--- src/rtl/pb_key_encoder.sv ---
// -----------------------------------------------------------------------------
// pb_key_encoder
//
// Turns the raw push-button bus into a stream of debounced key codes. The pb
// bus is synchronised into the hz100 domain, priority-encoded (highest index
// wins), and debounced by a small FSM. Each accepted press pushes exactly one
// binary key index into a show-ahead FIFO that the consumer drains with pop.
//
// Parameters
//   N_KEYS      width of the pb bus; code width CW = $clog2(N_KEYS)
//   DEBOUNCE    identical synced samples needed to accept a press or a
//               release (2..15)
//   FIFO_DEPTH  code FIFO entries, power of two
//
// Ports
//   hz100     in   1       system clock, rising edge
//   reset     in   1       asynchronous, active-low; 0 clears all state
//   pb        in   N_KEYS  raw buttons, active-high, asynchronous to hz100
//   pop       in   1       consumer takes the head code this cycle
//   code      out  CW      head-of-FIFO key index (show-ahead), 0 when empty
//   valid     out  1       FIFO non-empty
//   count     out  NW      FIFO occupancy, 0..FIFO_DEPTH
//   held      out  1       a press has been accepted and not yet released
//   overflow  out  1       sticky: a push was dropped because the FIFO was full
// -----------------------------------------------------------------------------
module pb_key_encoder #(
    parameter  int N_KEYS     = 21,
    parameter  int DEBOUNCE   = 3,
    parameter  int FIFO_DEPTH = 4,
    localparam int CW         = $clog2(N_KEYS),
    localparam int NW         = $clog2(FIFO_DEPTH + 1)
) (
    input  logic              hz100,
    input  logic              reset,
    input  logic [N_KEYS-1:0] pb,
    input  logic              pop,
    output logic [CW-1:0]     code,
    output logic              valid,
    output logic [NW-1:0]     count,
    output logic              held,
    output logic              overflow
);

    localparam int            AW       = (FIFO_DEPTH > 1) ? $clog2(FIFO_DEPTH) : 1;
    localparam logic [3:0]    DB_LAST  = 4'(DEBOUNCE - 1);
    localparam logic [NW-1:0] DEPTH_N  = NW'(FIFO_DEPTH);

    typedef enum logic [1:0] {
        S_IDLE     = 2'd0,
        S_DEBOUNCE = 2'd1,
        S_HELD     = 2'd2,
        S_RELEASE  = 2'd3
    } state_t;

    // -------------------------------------------------------------------------
    // Two-flop synchroniser. Everything downstream looks only at pb_s_q.
    // -------------------------------------------------------------------------
    logic [N_KEYS-1:0] sync1_q, sync1_d;
    logic [N_KEYS-1:0] pb_s_q,  pb_s_d;

    always_comb begin
        sync1_d = pb;
        pb_s_d  = sync1_q;
    end

    always_ff @(posedge hz100 or negedge reset) begin
        if (!reset) begin
            sync1_q <= '0;
            pb_s_q  <= '0;
        end else begin
            sync1_q <= sync1_d;
            pb_s_q  <= pb_s_d;
        end
    end

    // -------------------------------------------------------------------------
    // Priority encoder: scanning upward lets the highest set bit overwrite
    // lower ones. enc is meaningless when any is low.
    // -------------------------------------------------------------------------
    logic          any;
    logic [CW-1:0] enc;

    always_comb begin
        any = |pb_s_q;
        enc = '0;
        for (int i = 0; i < N_KEYS; i++) begin
            if (pb_s_q[i]) begin
                enc = CW'(i);
            end
        end
    end

    // -------------------------------------------------------------------------
    // Debounce FSM. cnt counts identical samples already seen in DEBOUNCE or
    // RELEASE; the DEBOUNCE-th identical sample completes the state.
    // -------------------------------------------------------------------------
    state_t        state_q, state_d;
    logic [CW-1:0] cand_q,  cand_d;
    logic [3:0]    cnt_q,   cnt_d;
    logic          held_q,  held_d;
    logic          push;

    always_comb begin
        state_d = state_q;
        cand_d  = cand_q;
        cnt_d   = cnt_q;
        push    = 1'b0;

        case (state_q)
            S_IDLE: begin
                if (any) begin
                    state_d = S_DEBOUNCE;
                    cand_d  = enc;
                    cnt_d   = 4'd1;
                end
            end
            S_DEBOUNCE: begin
                // A release or a change of winning key restarts the press.
                if (!any || (enc != cand_q)) begin
                    state_d = S_IDLE;
                    cnt_d   = 4'd0;
                end else if (cnt_q == DB_LAST) begin
                    push    = 1'b1;
                    state_d = S_HELD;
                end else begin
                    cnt_d = cnt_q + 4'd1;
                end
            end
            S_HELD: begin
                // Key changes while something is still down are ignored, and
                // there is no auto-repeat: only a full release re-arms.
                if (!any) begin
                    state_d = S_RELEASE;
                    cnt_d   = 4'd1;
                end
            end
            S_RELEASE: begin
                if (any) begin
                    // Release bounce: the key is still considered held.
                    state_d = S_HELD;
                    cnt_d   = 4'd0;
                end else if (cnt_q == DB_LAST) begin
                    state_d = S_IDLE;
                end else begin
                    cnt_d = cnt_q + 4'd1;
                end
            end
            default: begin
                state_d = S_IDLE;
                cnt_d   = 4'd0;
            end
        endcase

        // held is registered from the next state so it lines up with the FSM.
        held_d = (state_d == S_HELD) || (state_d == S_RELEASE);
    end

    always_ff @(posedge hz100 or negedge reset) begin
        if (!reset) begin
            state_q <= S_IDLE;
            cand_q  <= '0;
            cnt_q   <= '0;
            held_q  <= 1'b0;
        end else begin
            state_q <= state_d;
            cand_q  <= cand_d;
            cnt_q   <= cnt_d;
            held_q  <= held_d;
        end
    end

    // -------------------------------------------------------------------------
    // Show-ahead code FIFO. A pop on a full FIFO frees the slot the concurrent
    // push needs, so push+pop while full is accepted with no overflow.
    // -------------------------------------------------------------------------
    logic [CW-1:0] mem_q [FIFO_DEPTH];
    logic [AW-1:0] wr_q,    wr_d;
    logic [AW-1:0] rd_q,    rd_d;
    logic [NW-1:0] count_q, count_d;
    logic          ovf_q,   ovf_d;
    logic          full;
    logic          do_pop;
    logic          do_push;

    always_comb begin
        full    = (count_q == DEPTH_N);
        do_pop  = pop && (count_q != '0);
        do_push = push && (!full || do_pop);

        // Pointers rely on the power-of-two depth to wrap naturally.
        wr_d = do_push ? (wr_q + AW'(1)) : wr_q;
        rd_d = do_pop  ? (rd_q + AW'(1)) : rd_q;

        case ({do_push, do_pop})
            2'b10:   count_d = count_q + NW'(1);
            2'b01:   count_d = count_q - NW'(1);
            default: count_d = count_q;
        endcase

        ovf_d = ovf_q || (push && full && !do_pop);
    end

    always_ff @(posedge hz100 or negedge reset) begin
        if (!reset) begin
            wr_q    <= '0;
            rd_q    <= '0;
            count_q <= '0;
            ovf_q   <= 1'b0;
        end else begin
            wr_q    <= wr_d;
            rd_q    <= rd_d;
            count_q <= count_d;
            ovf_q   <= ovf_d;
        end
    end

    // Storage carries data only; emptiness is tracked by count_q, so the
    // array needs no reset.
    always_ff @(posedge hz100) begin
        if (do_push) begin
            mem_q[wr_q] <= cand_q;
        end
    end

    // -------------------------------------------------------------------------
    // Outputs
    // -------------------------------------------------------------------------
    always_comb begin
        valid    = (count_q != '0);
        code     = valid ? mem_q[rd_q] : '0;
        count    = count_q;
        held     = held_q;
        overflow = ovf_q;
    end

endmodule

--- config.mk ---
export PLATFORM = sky130hd
export DESIGN_NAME = pb_key_encoder
export DESIGN_NICKNAME = d
export VERILOG_FILES = /design/src/rtl/pb_key_encoder.sv
export SDC_FILE = /design/constraint.sdc
export NUM_CORES = 1
export LEC_CHECK = 0
export ABC_CLOCK_PERIOD_IN_PS = 6800
export CORE_MARGIN = 2
export CORE_UTILIZATION = 40
export DETAILED_ROUTE_END_ITERATION = 8
export PLACE_DENSITY = 0.56
export SETUP_SLACK_MARGIN = 0.02
export SYNTH_ARGS = -nofsm -noshare
export SYNTH_HDL_FRONTEND = slang
export SYNTH_SLANG_ARGS = --single-unit
--- constraint.sdc ---
create_clock -name hz100 -period 6.8 [get_ports hz100]
set_input_delay 1.36 -clock hz100 [delete_from_list [all_inputs] [get_ports hz100]]
set_output_delay 1.36 -clock hz100 [all_outputs]
set_load 0.05 [all_outputs]
Yosys cells after proc, flatten, opt, wreduce, memory -nomap -nowiden
Memories as Yosys holds them, arrays and structs flattened.
Cells that the tools add are included.

storage, ports and cells
  flip-flop bits (word level) = 62
  bits in writable memories = 20
  input port bits = 24
  output and inout port bits = 11
  logic and storage cells = 85
  memories kept = 1

memory list
  name   depth  width  rd ports  clocked after memory_dff  wr ports  line  text
  mem_q  4      5      1         0                         1         176   logic [CW-1:0] mem_q [FIFO_DEPTH];

operators by class
  add/sub/neg operators = 5
  equal/unequal tests = 12
  multiplexer cells = 40
  reductions and logical operators = 17

operators with widths
  operator                                                             count
  5-bit two-way mux                                                    20
  21-bit OR reduction                                                  1
  4-bit two-way mux                                                    5
  4-bit one-hot mux with 4 select lines                                1
  2-bit two-way mux                                                    6
  2-bit == test (second input constant)                                5
  2-bit one-hot mux with 4 select lines                                1
  1-bit two-way mux                                                    6
  3-bit one-hot mux with 2 select lines                                1
  5-bit inequality test                                                1
  2-bit by 1-bit adder with 2-bit output (second input constant)       2
  4-bit by 1-bit adder with 4-bit output (second input constant)       1
  2-bit by 1-bit == test with 1-bit output (second input constant)     2
  4-bit by 2-bit == test with 1-bit output (second input constant)     1
  1-bit logical AND                                                    4
  1-bit logical OR                                                     4
  2-bit inequality test (second input constant)                        2
  2-bit AND reduction                                                  2
  3-bit by 1-bit adder with 3-bit output (second input constant)       1
  3-bit == test (second input constant)                                1
  1-bit zero test                                                      3
  3-bit nonzero test                                                   1
  3-bit by 1-bit subtractor with 3-bit output (second input constant)  1
  2-bit zero test                                                      1
  2-bit nonzero test                                                   1

Depth between registers and ports, before layout
Gate-level depths: netlist of run 1.

  depth after elaboration = 27
  gate-level depth with buffers = 13
  mapped depth without buffers = 12

Worst setup path after synthesis of run 1
Ideal clock, no wire load.

  kind = reg-to-output
  start = register count_q[0], in the netlist count[0]
  end = output code[0]
  arrival time = 1.884 ns
  path slack = 3.556 ns
  stages on the path, launching flop included = 4
  cell sequence = dfrtp_1 -> nor2_1 -> nand2_1 -> and2_1

on the way
  cells in the longest elaborated chain, start to end = 2

RTL lines
  element                   line  text
  start: declaration        179   logic [NW-1:0] count_q, count_d;
  start signal: assignment  212   count_q <= count_d;
  3-bit nonzero test        229   valid = (count_q != '0);
  net valid                 38    output logic valid,
  5-bit two-way mux         230   code = valid ? mem_q[rd_q] : '0;
  end: declaration          37    output logic [CW-1:0] code,

The timed path passes the listed nets, and every way through them passes these cells.

Final worst setup path of run 1
  start = register rd_q[0]
  end = output code[0]

on the way
  cells in the longest elaborated chain, start to end = 2

RTL lines
  element                   line  text
  start: declaration        178   logic [AW-1:0] rd_q, rd_d;
  start signal: assignment  211   rd_q <= rd_d;
  memory read 4 x 5 bit     --
  5-bit two-way mux         230

No other way between the ends.

==> impl_metrics.ini, run 1 <==
[hold_path]
hp-class = flop to flop

[placement]
io_buffers = 34
gp_congestion = 0.804
dp_slack_ns = 3.38
placed_cell_area_mm2 = 0.00383
hpwl_um = 4030

[cells_and_area]
final_cell_mix = dfrtp_1 (61), clkdlybuf4s50_1 (33), nor2_1 (22)
num_antenna_cells = 0
final_nets = 336
drive_above_1_share_pct = 11.0
fin_area_mm2 = 0.00410
final_common_cell = dfrtp_1
syn_to_final_growth_pct = 21.0

[timing]
fin_hold_ws_ns = 0.353
fin_ws_ns = 3.08
setup_viol = 0
relSlewSlack_pct = 51.1
post-route-period-util_pct = 54.7
rsz0062_at_grt = false
final_hold_viol_count = 0
slew_violations = 0
fmaxAchievable_mhz = 269
worst_slew_pin_slew_ns = 0.734
clock_skew_ns = 0.00874
tns_ns = 0
final.min_clock_period_ns = 3.72

[synth]
synth_top_area_share_pct = 45.1
yosys_warnings = 0
synth_edf_count = 20
syn-mean-instance-area_um2 = 12.8
yosys-top-cells-area = dfrtp_1 (45%), edfxtp_1 (18%), mux4_2 (3.3%), and2_1 (2.6%), nor2_1 (2.4%)
synth_cell_types = 50
synth_area_mm2 = 0.00339
synth_cells = 265
ys.flop_type = dfrtp_1
synthArstFlopShare_pct = 75.3
synth-seq-area-share_pct = 62.8
yosysTopAreaCell = dfrtp_1
ys_ff_latch = 81
synth_nets = 296

[setup_path]
required_ns = 5.44
rrSetupSlack_ns = 3.36
r2r-start = pb_s_q[16]$_DFF_PN0_
critPathLaunchType = flop
max_stage_delay_ns = 0.69
r2r_cells = 12
path_depth = 3
worstReg2RegEnd = count[1]$_DFFE_PN0P_
slowest_stage = clkdlybuf4s50_1
cp_max_fo = 7
worst_setup_path_end_kind = output pin
cp_num_buf_inv = 1
startpoint = rd_q[0]$_DFFE_PN0P_
crit_family = buffers and inverters
critPathArrivalTime_ns = 2.36
worstSetupPathType = flop to output pin
endpoint = code[0]
crit_path_cell_trace = mux4_2, and2_1, clkdlybuf4s50_1

[floorplanning]
die_y_um = 96
rows = 33
start_util_pct = 41.2
core-area_mm2 = 0.00822
pin_count = 35
die_area_mm2 = 0.00922
die_w_um = 96

[clock_tree]
post_cts_buffers = 0
clkSinkCount = 81
clockRootBuffer = clkbuf_8
cts_max_level = 3
cts_resized = 0
ctsHoldBuffers = 0
clock_latency_ns = 0.34
numCtsBuffers = 9
cts_tree = done
clk_pin_slew_ns = 0.09
cts_buffer_depth = 2

[global_route]
grt_pass1_vias = 2091
grt-ovfl-total = 0
grt_pass1_wl_um = 9830
grt_usage_pct = 14.2
grt_max_degree = 62
grt_antenna_before_repair = 0

[drt]
routed_via_density = 5.11
num_vias = 2120
wl_per_cell_um = 13.8
drt_first_pass_iters = 4
drc = 0
routed_wirelength_um = 5730
drt.antenna.violating_nets = 0
drt_iter0_markers = 73

[outcome]
status = complete, no violations

[power]
leakage_nw = 1.69
peakVddDrop_mv = 0.141
power_density_mw_per_mm2 = 375

[run]
cap_violations = 0
worst reg2reg max path, cell delays in order, from the launching register on:
cell and delay, ns:
dfrtp_1 0.41, nor4_1 0.44, nand2_1 0.22, or3_1 0.35, a21oi_1 0.23, o211ai_2 0.19, nor3_4 0.33, nor2_1 0.10
fa_1 0.48, inv_1 0.05, a41oi_1 0.15, o21ai_0 0.12, a222oi_1 0.25
synthesized netlist by cell type, types with 4 or more instances:
master,n
inv_1,14
and3_1,4
and2_1,14
xnor2_1,6
nand3_1,9
nor3b_1,5
nor4_1,8
dfrtp_1,61
nand2_1,18
nor2_1,22
mux4_2,5
or3_1,5
o21ai_0,11
edfxtp_1,20
ha_1,6
a21oi_1,6
clkbuf_1,5
kinds of logic after synthesis:
| kind of cell | share of synthesized area (%) |
|---|---|
| xor+xnor | 2.07 |
| simple gates | 15.3 |
| mux | 4.06 |
| fa+ha+maj | 2.81 |
| flops | 62.8 |
| compound gates | 10.4 |
| buf+inv | 2.55 |
per-layer routing:
metal | track usage [%] | vias to the layer above | routed length, um
li1 | - | 1042 | -
met1 | 18.0 | 1019 | 2530
met2 | 22.9 | 49 | 2880
met3 | 3.52 | 10 | 220
met4 | 6.79 | 0 | 99
met5 | 0 | - | 0
power by group:
| group | switching (mW) | leakage [nW] | internal, mW |
|---|---|---|---|
| Combinational | 0.274 | 0.651 | 0.186 |
| Clock | 0.182 | 0.133 | 0.257 |
| Sequential | 0.0776 | 0.906 | 0.560 |
registers in the layout, summed over array words and instances, names as in the netlist:
name and count:
held 1, state_q 1, overflow 1, cand_q 5
rd_q 2, wr_q 2, mem_q 20, cnt_q 4
pb_s_q 21, count 3, pb_s_d 21
final cells by class:
class / count / area (um2)
Fill cell: 720 / 4120
Sequential cell: 81 / 2130
Multi-Input combinational cell: 163 / 1170
Timing Repair Buffer: 36 / 350
Clock buffer: 11 / 174
Tap cell: 105 / 131
Clock inverter: 5 / 88.8
Inverter: 14 / 52.6
per-stage QoR:
| step | util, % | std cells | power (mW) |
|---|---|---|---|
| floorplan | - | 265 | 0.974 |
| global route | 49.9 | 415 | 1.63 |
| finish | 49.9 | 415 | 1.54 |
| global placement | 46.7 | 399 | 1.11 |
| CTS | 49.9 | 415 | 1.55 |
| detailed placement | 46.7 | 399 | 1.11 |
worst min path at each step:
stage                     slack (ns)  cells past startpoint                 start              endpoint
final                           0.35                      0   pb_s_d[6]$_DFF_PN0_   pb_s_q[6]$_DFF_PN0_
after detailed placement        0.33                      0  pb_s_d[19]$_DFF_PN0_  pb_s_q[19]$_DFF_PN0_
after global placement          0.34                      0  pb_s_d[19]$_DFF_PN0_  pb_s_q[19]$_DFF_PN0_
after CTS                       0.36                      0  pb_s_d[19]$_DFF_PN0_  pb_s_q[19]$_DFF_PN0_
after floorplan                 0.33                      0   pb_s_d[0]$_DFF_PN0_   pb_s_q[0]$_DFF_PN0_
after global routing            0.36                      0  pb_s_d[10]$_DFF_PN0_  pb_s_q[10]$_DFF_PN0_
No activity file was read; power rests on OpenSTA's default activity.
==> inputs of run 2 (changes only) <==
--- a/config.mk
+++ b/config.mk
@@ -5,11 +5,11 @@
 export SDC_FILE = /design/constraint.sdc
 export NUM_CORES = 1
 export LEC_CHECK = 0
-export ABC_CLOCK_PERIOD_IN_PS = 6800
+export ABC_CLOCK_PERIOD_IN_PS = 3300
 export CORE_MARGIN = 2
 export CORE_UTILIZATION = 40
 export DETAILED_ROUTE_END_ITERATION = 8
-export PLACE_DENSITY = 0.56
+export PLACE_DENSITY = 0.58
 export SETUP_SLACK_MARGIN = 0.02
 export SYNTH_ARGS = -nofsm -noshare
 export SYNTH_HDL_FRONTEND = slang
==> constraint.sdc (replaced) <==
create_clock -name hz100 -period 3.3 [get_ports hz100]
set_input_delay 0.66 -clock hz100 [delete_from_list [all_inputs] [get_ports hz100]]
set_output_delay 0.66 -clock hz100 [all_outputs]
set_load 0.05 [all_outputs]
==> run 2 against run 1 <==
  * Register-to-register slack got worse by 3.1 ns
  * Critical path depth is 9 higher
  * Utilization up 0.30 points
  * Count of clock-buffer cells in the layout is 1 higher
  * Combinational power is 110% higher
  * Power grew 100%
  * Sequential cell count unchanged
  * Global-route usage about the same
  * Non-clock buffer count grew 5
==> impl_metrics.ini, run 2 (synthesis gave the netlist of run 1 again) <==
[timing]
rsz0062_at_grt = false
fin_ws_ns = 0.266
fmaxAchievable_mhz = 330
final_hold_viol_count = 0
post-route-period-util_pct = 91.9
final.min_clock_period_ns = 3.03
relSlewSlack_pct = 59.5
worst_slew_pin_slew_ns = 0.599
slew_violations = 0
clock_skew_ns = 0.00718
tns_ns = 0
setup_viol = 0
fin_hold_ws_ns = 0.249

[drt]
wl_per_cell_um = 14.0
num_vias = 2125
drt_first_pass_iters = 4
routed_wirelength_um = 5880
drc = 0
drt.antenna.violating_nets = 0
drt_iter0_markers = 109
routed_via_density = 5.06

[clock_tree]
cts_tree = done
ctsHoldBuffers = 0
clockRootBuffer = clkbuf_8
post_cts_buffers = 0
clk_pin_slew_ns = 0.09
cts_max_level = 3
clock_latency_ns = 0.34
cts_resized = 0
clkSinkCount = 81
numCtsBuffers = 9
cts_buffer_depth = 2

[setup_path]
max_stage_delay_ns = 0.48
slowest_stage = fa_1
critPathArrivalTime_ns = 3.26
critPathLaunchType = flop
worstSetupPathType = flop to flop
crit_path_cell_trace = nor4_2, nand3_1, or3_1, a21oi_1, o211ai_2, nor3_4, nor2_1, fa_1, inv_1, a41oi_1, o21ai_0, a222oi_1
worst_setup_path_end_kind = flop
cp_max_fo = 4
required_ns = 3.53

[global_route]
grt_antenna_before_repair = 0
grt-ovfl-total = 0
grt_pass1_vias = 1956
grt_usage_pct = 14.2
grt_max_degree = 26
grt_pass1_wl_um = 9630

[cells_and_area]
final_nets = 341
num_antenna_cells = 0
syn_to_final_growth_pct = 21.7
drive_above_1_share_pct = 13.3
fin_area_mm2 = 0.00412
seqCellArea_mm2 = 0.00213
multi_input_area_mm2 = 0.00119
final_cell_mix = dfrtp_1 (61), clkdlybuf4s50_1 (33), nor2_1 (22)
nFillCells = 742
final_common_cell = dfrtp_1

[floorplanning]
core-area_mm2 = 0.00822
pin_count = 35
die_area_mm2 = 0.00922
rows = 33
die_w_um = 96
die_y_um = 96
start_util_pct = 41.2

[outcome]
status = complete, no violations

[hold_path]
hp-class = primary input to asynchronous set/reset pin

[run]
cap_violations = 0

[power]
peakVddDrop_mv = 0.276
leakage_nw = 1.70
power_density_mw_per_mm2 = 744
finalPower_mw = 3.07

[placement]
io_buffers = 34
dp_slack_ns = 0.232
placed_cell_area_mm2 = 0.00387
gp_congestion = 0.856
hpwl_um = 4240
-- run 2: power breakdown --
| group | switching [mW] | internal [mW] |
|---|---|---|
| clock network | 0.358 | 0.441 |
| logic | 0.564 | 0.387 |
| registers | 0.161 | 1.15 |
| total | 1.08 | 1.98 |
-- run 2: through the flow --
stage	util, %	std cells
after global routing	50.2	420
after CTS	49.9	420
after global placement	47.1	404
after floorplan	-	265
final	50.2	420
after detailed placement	47.1	404
-- run 2: final cells by class --
cell class / count / area share (%)
tap: 105 / 3.19
inverter: 14 / 1.28
clock buffer: 12 / 4.28
multi-input combinational: 163 / 28.9
timing repair buffer: 41 / 9.41
sequential: 81 / 51.6
clock inverter: 4 / 1.34
-- run 2: layer usage --
layer,vias to the layer above,part of all wire [%],track usage (%)
met5,-,0,0
met1,1021,48,20.2
met3,8,5.2,4.23
li1,1044,-,-
met2,52,45,20.5
met4,0,1.4,5.36
-- run 2: path summary, 6_finish.rpt --
check,startpoint,endpoint,slack (ns),depth (start not counted)
max in group asynchronous,reset,pb_s_d[10]$_DFF_PN0_,2.39,2
max,pb_s_q[12]$_DFF_PN0_,count[1]$_DFFE_PN0P_,0.27,12
min reg2reg,pb_s_d[0]$_DFF_PN0_,pb_s_q[0]$_DFF_PN0_,0.35,0
min in group hz100,pb_s_d[0]$_DFF_PN0_,pb_s_q[0]$_DFF_PN0_,0.35,0
max reg2reg,pb_s_q[12]$_DFF_PN0_,count[1]$_DFFE_PN0P_,0.27,12
min,reset,rd_q[1]$_DFFE_PN0P_,0.25,1
-- run 2: critical path: cells and delay by family, from the launching register on --
kind	cells	cell delay, ns
AND/OR/NAND/NOR	5	1.07
AO/OA/AOI/OAI	5	0.93
adder cells (fa/ha/maj)	1	0.48
flip-flops	1	0.40
buffers and inverters	1	0.05
==> inputs of run 3 (changes only) <==
--- a/config.mk
+++ b/config.mk
@@ -5,11 +5,13 @@
 export SDC_FILE = /design/constraint.sdc
 export NUM_CORES = 1
 export LEC_CHECK = 0
-export ABC_CLOCK_PERIOD_IN_PS = 3300
+export ABC_CLOCK_PERIOD_IN_PS = 3210
+export CELL_PAD_IN_SITES_DETAIL_PLACEMENT = 0
+export CELL_PAD_IN_SITES_GLOBAL_PLACEMENT = 1
 export CORE_MARGIN = 2
 export CORE_UTILIZATION = 40
 export DETAILED_ROUTE_END_ITERATION = 8
-export PLACE_DENSITY = 0.58
+export PLACE_DENSITY = 0.66
 export SETUP_SLACK_MARGIN = 0.02
 export SYNTH_ARGS = -nofsm -noshare
 export SYNTH_HDL_FRONTEND = slang
==> constraint.sdc (replaced) <==
create_clock -name hz100 -period 3.21 [get_ports hz100]
set_input_delay 0.642 -clock hz100 [delete_from_list [all_inputs] [get_ports hz100]]
set_output_delay 0.642 -clock hz100 [all_outputs]
set_load 0.05 [all_outputs]
==> run 3 against run 2 <==
  * Wire length fell by 0.83%
  * Register-to-register slack got worse by 0.02 ns
  * Design area up 1.9%
  * Sequential share of layout area down 0.95 points
  * Sequential cell count is the same
  * Combinational power grew 9%
  * Critical path type unchanged
  * Largest cell class unchanged
  * Highest routed layer unchanged
==> impl_metrics.ini, run 3 (synthesis gave the netlist of run 1 again) <==
[hold_path]
worstHoldStart = pb_s_d[6]$_DFF_PN0_
hp-class = flop to flop

[drt]
drt.antenna.violating_nets = 0
drt_iter0_markers = 50
wl_per_cell_um = 13.6
routed_via_density = 5.04
num_vias = 2158
routed_wirelength_um = 5830
drc = 0
drt_first_pass_iters = 4

[cells_and_area]
syn_to_final_growth_pct = 24.0
seqCellArea_mm2 = 0.00213
num_antenna_cells = 0
final_cell_mix = dfrtp_1 (61), clkdlybuf4s50_1 (33), nor2_1 (21)
nFillCells = 729
fin_cells = 428
final_nets = 349
drive_above_1_share_pct = 16.7
final_common_cell = dfrtp_1
multi_input_area_mm2 = 0.00122

[setup_path]
cp_num_buf_inv = 2
required_ns = 3.45
crit_path_cell_trace = or3_1, a221oi_2, o21ai_2, mux2_4, o21ai_0, buf_4, nor3_4, nor2_2, fa_1, inv_2, a41oi_2, o21ai_1, a222oi_1
critPathLaunchType = flop
cp_max_fo = 4
max_stage_delay_ns = 0.49
worst_setup_path_end_kind = flop
slowest_stage = fa_1
startpoint = pb_s_q[16]$_DFF_PN0_
crit_family = compound AO/OA/AOI/OAI gates
worstSetupPathType = flop to flop
r2r-start = pb_s_q[16]$_DFF_PN0_
critPathArrivalTime_ns = 3.20

[global_route]
grt_max_degree = 47
grt_antenna_before_repair = 0
grt_pass1_wl_um = 9760
grt-ovfl-total = 0
grt_usage_pct = 14.4
grt_pass1_vias = 2097

[clock_tree]
cts_max_level = 3
clkSinkCount = 81
clock_latency_ns = 0.35
cts_tree = done
clk_pin_slew_ns = 0.08
numCtsBuffers = 9
cts_buffer_depth = 2
clockRootBuffer = clkbuf_8

[timing]
relSlewSlack_pct = 37.3
worst_slew_pin_slew_ns = 0.941
post-route-period-util_pct = 92.3
tns_ns = 0
clock_skew_ns = 0.00730
slew_violations = 0
fin_hold_ws_ns = 0.351
setup_viol = 0
final_hold_viol_count = 0
final.min_clock_period_ns = 2.96
fmaxAchievable_mhz = 338
rsz0062_at_grt = false

[placement]
gp_congestion = 0.846
hpwl_um = 4180
io_buffers = 34
place_inst = 408

[run]
cap_violations = 0

[floorplanning]
die_y_um = 96
die_area_mm2 = 0.00922
start_util_pct = 41.2
pin_count = 35
core-area_mm2 = 0.00822
die_w_um = 96
rows = 33

[outcome]
status = complete, no violations

[power]
leakage_nw = 1.73
peakVddDrop_mv = 0.268
power_density_mw_per_mm2 = 758
==> run 3: worst paths after layout <==
path	slack (ns)	depth (start not counted)	endpoint
setup / recovery	0.25	13	count[1]$_DFFE_PN0P_
max in group asynchronous	2.09	2	rd_q[0]$_DFFE_PN0P_
hold reg to reg	0.35	0	pb_s_q[6]$_DFF_PN0_
setup reg to reg	0.25	13	count[1]$_DFFE_PN0P_
hold / removal	0.35	0	pb_s_q[6]$_DFF_PN0_
min in group asynchronous	0.43	1	pb_s_d[15]$_DFF_PN0_
==> run 3: report_power, final <==
| group | switching (mW) | internal (mW) | total (mW) | leakage, nW |
|---|---|---|---|---|
| Sequential | 0.164 | 1.19 | 1.35 | 0.906 |
| Combinational | 0.607 | 0.429 | 1.04 | 0.716 |
| Clock | 0.360 | 0.435 | 0.795 | 0.113 |
==> run 3: repair_timing <==
item,CTS,global route
pin swaps,0,6
hold buffers,0,0
setup buffers,0,4
endpoints found under the setup margin,1,2
gates resized for setup,1,11
==> run 3: worst reg2reg max path: stages (launching register included) <==
cell	delay (ns)
dfrtp_1	0.43
or3_1	0.38
a221oi_2	0.21
o21ai_2	0.12
mux2_4	0.23
o21ai_0	0.08
buf_4	0.16
nor3_4	0.18
nor2_2	0.05
fa_1	0.49
inv_2	0.05
a41oi_2	0.16
o21ai_1	0.09
a222oi_1	0.23
==> run 3: layout make-up <==
type                            count  area share (%)
Clock inverter                      4            1.34
Clock buffer                       12            3.96
Timing Repair Buffer               49            10.7
Inverter                           14            1.25
Multi-Input combinational cell    163            29.0
Sequential cell                    81            50.7
Tap cell                          105            3.13
==> run 3: per-layer routing <==
layer  routed length, um  GRT usage (%)  vias up
met1                2650           17.7     1034
met4                 123           7.14        0
met3                 174           3.52        9
li1                    -              -     1064
met5                   0              0        -
met2                2890           23.7       51
==> run 3: per-stage QoR <==
stage               total power [mW]  util, %  setup WS, ns  area, um2
CTS                             3.17     50.3        0.0313       4130
floorplan                       2.06        -         0.141       3390
global route                    3.39     51.1        0.0130       4200
finish                          3.18     51.1         0.249       4200
global placement                2.36     47.5         0.152       3900
detailed placement              2.37     47.5        0.0720       3900
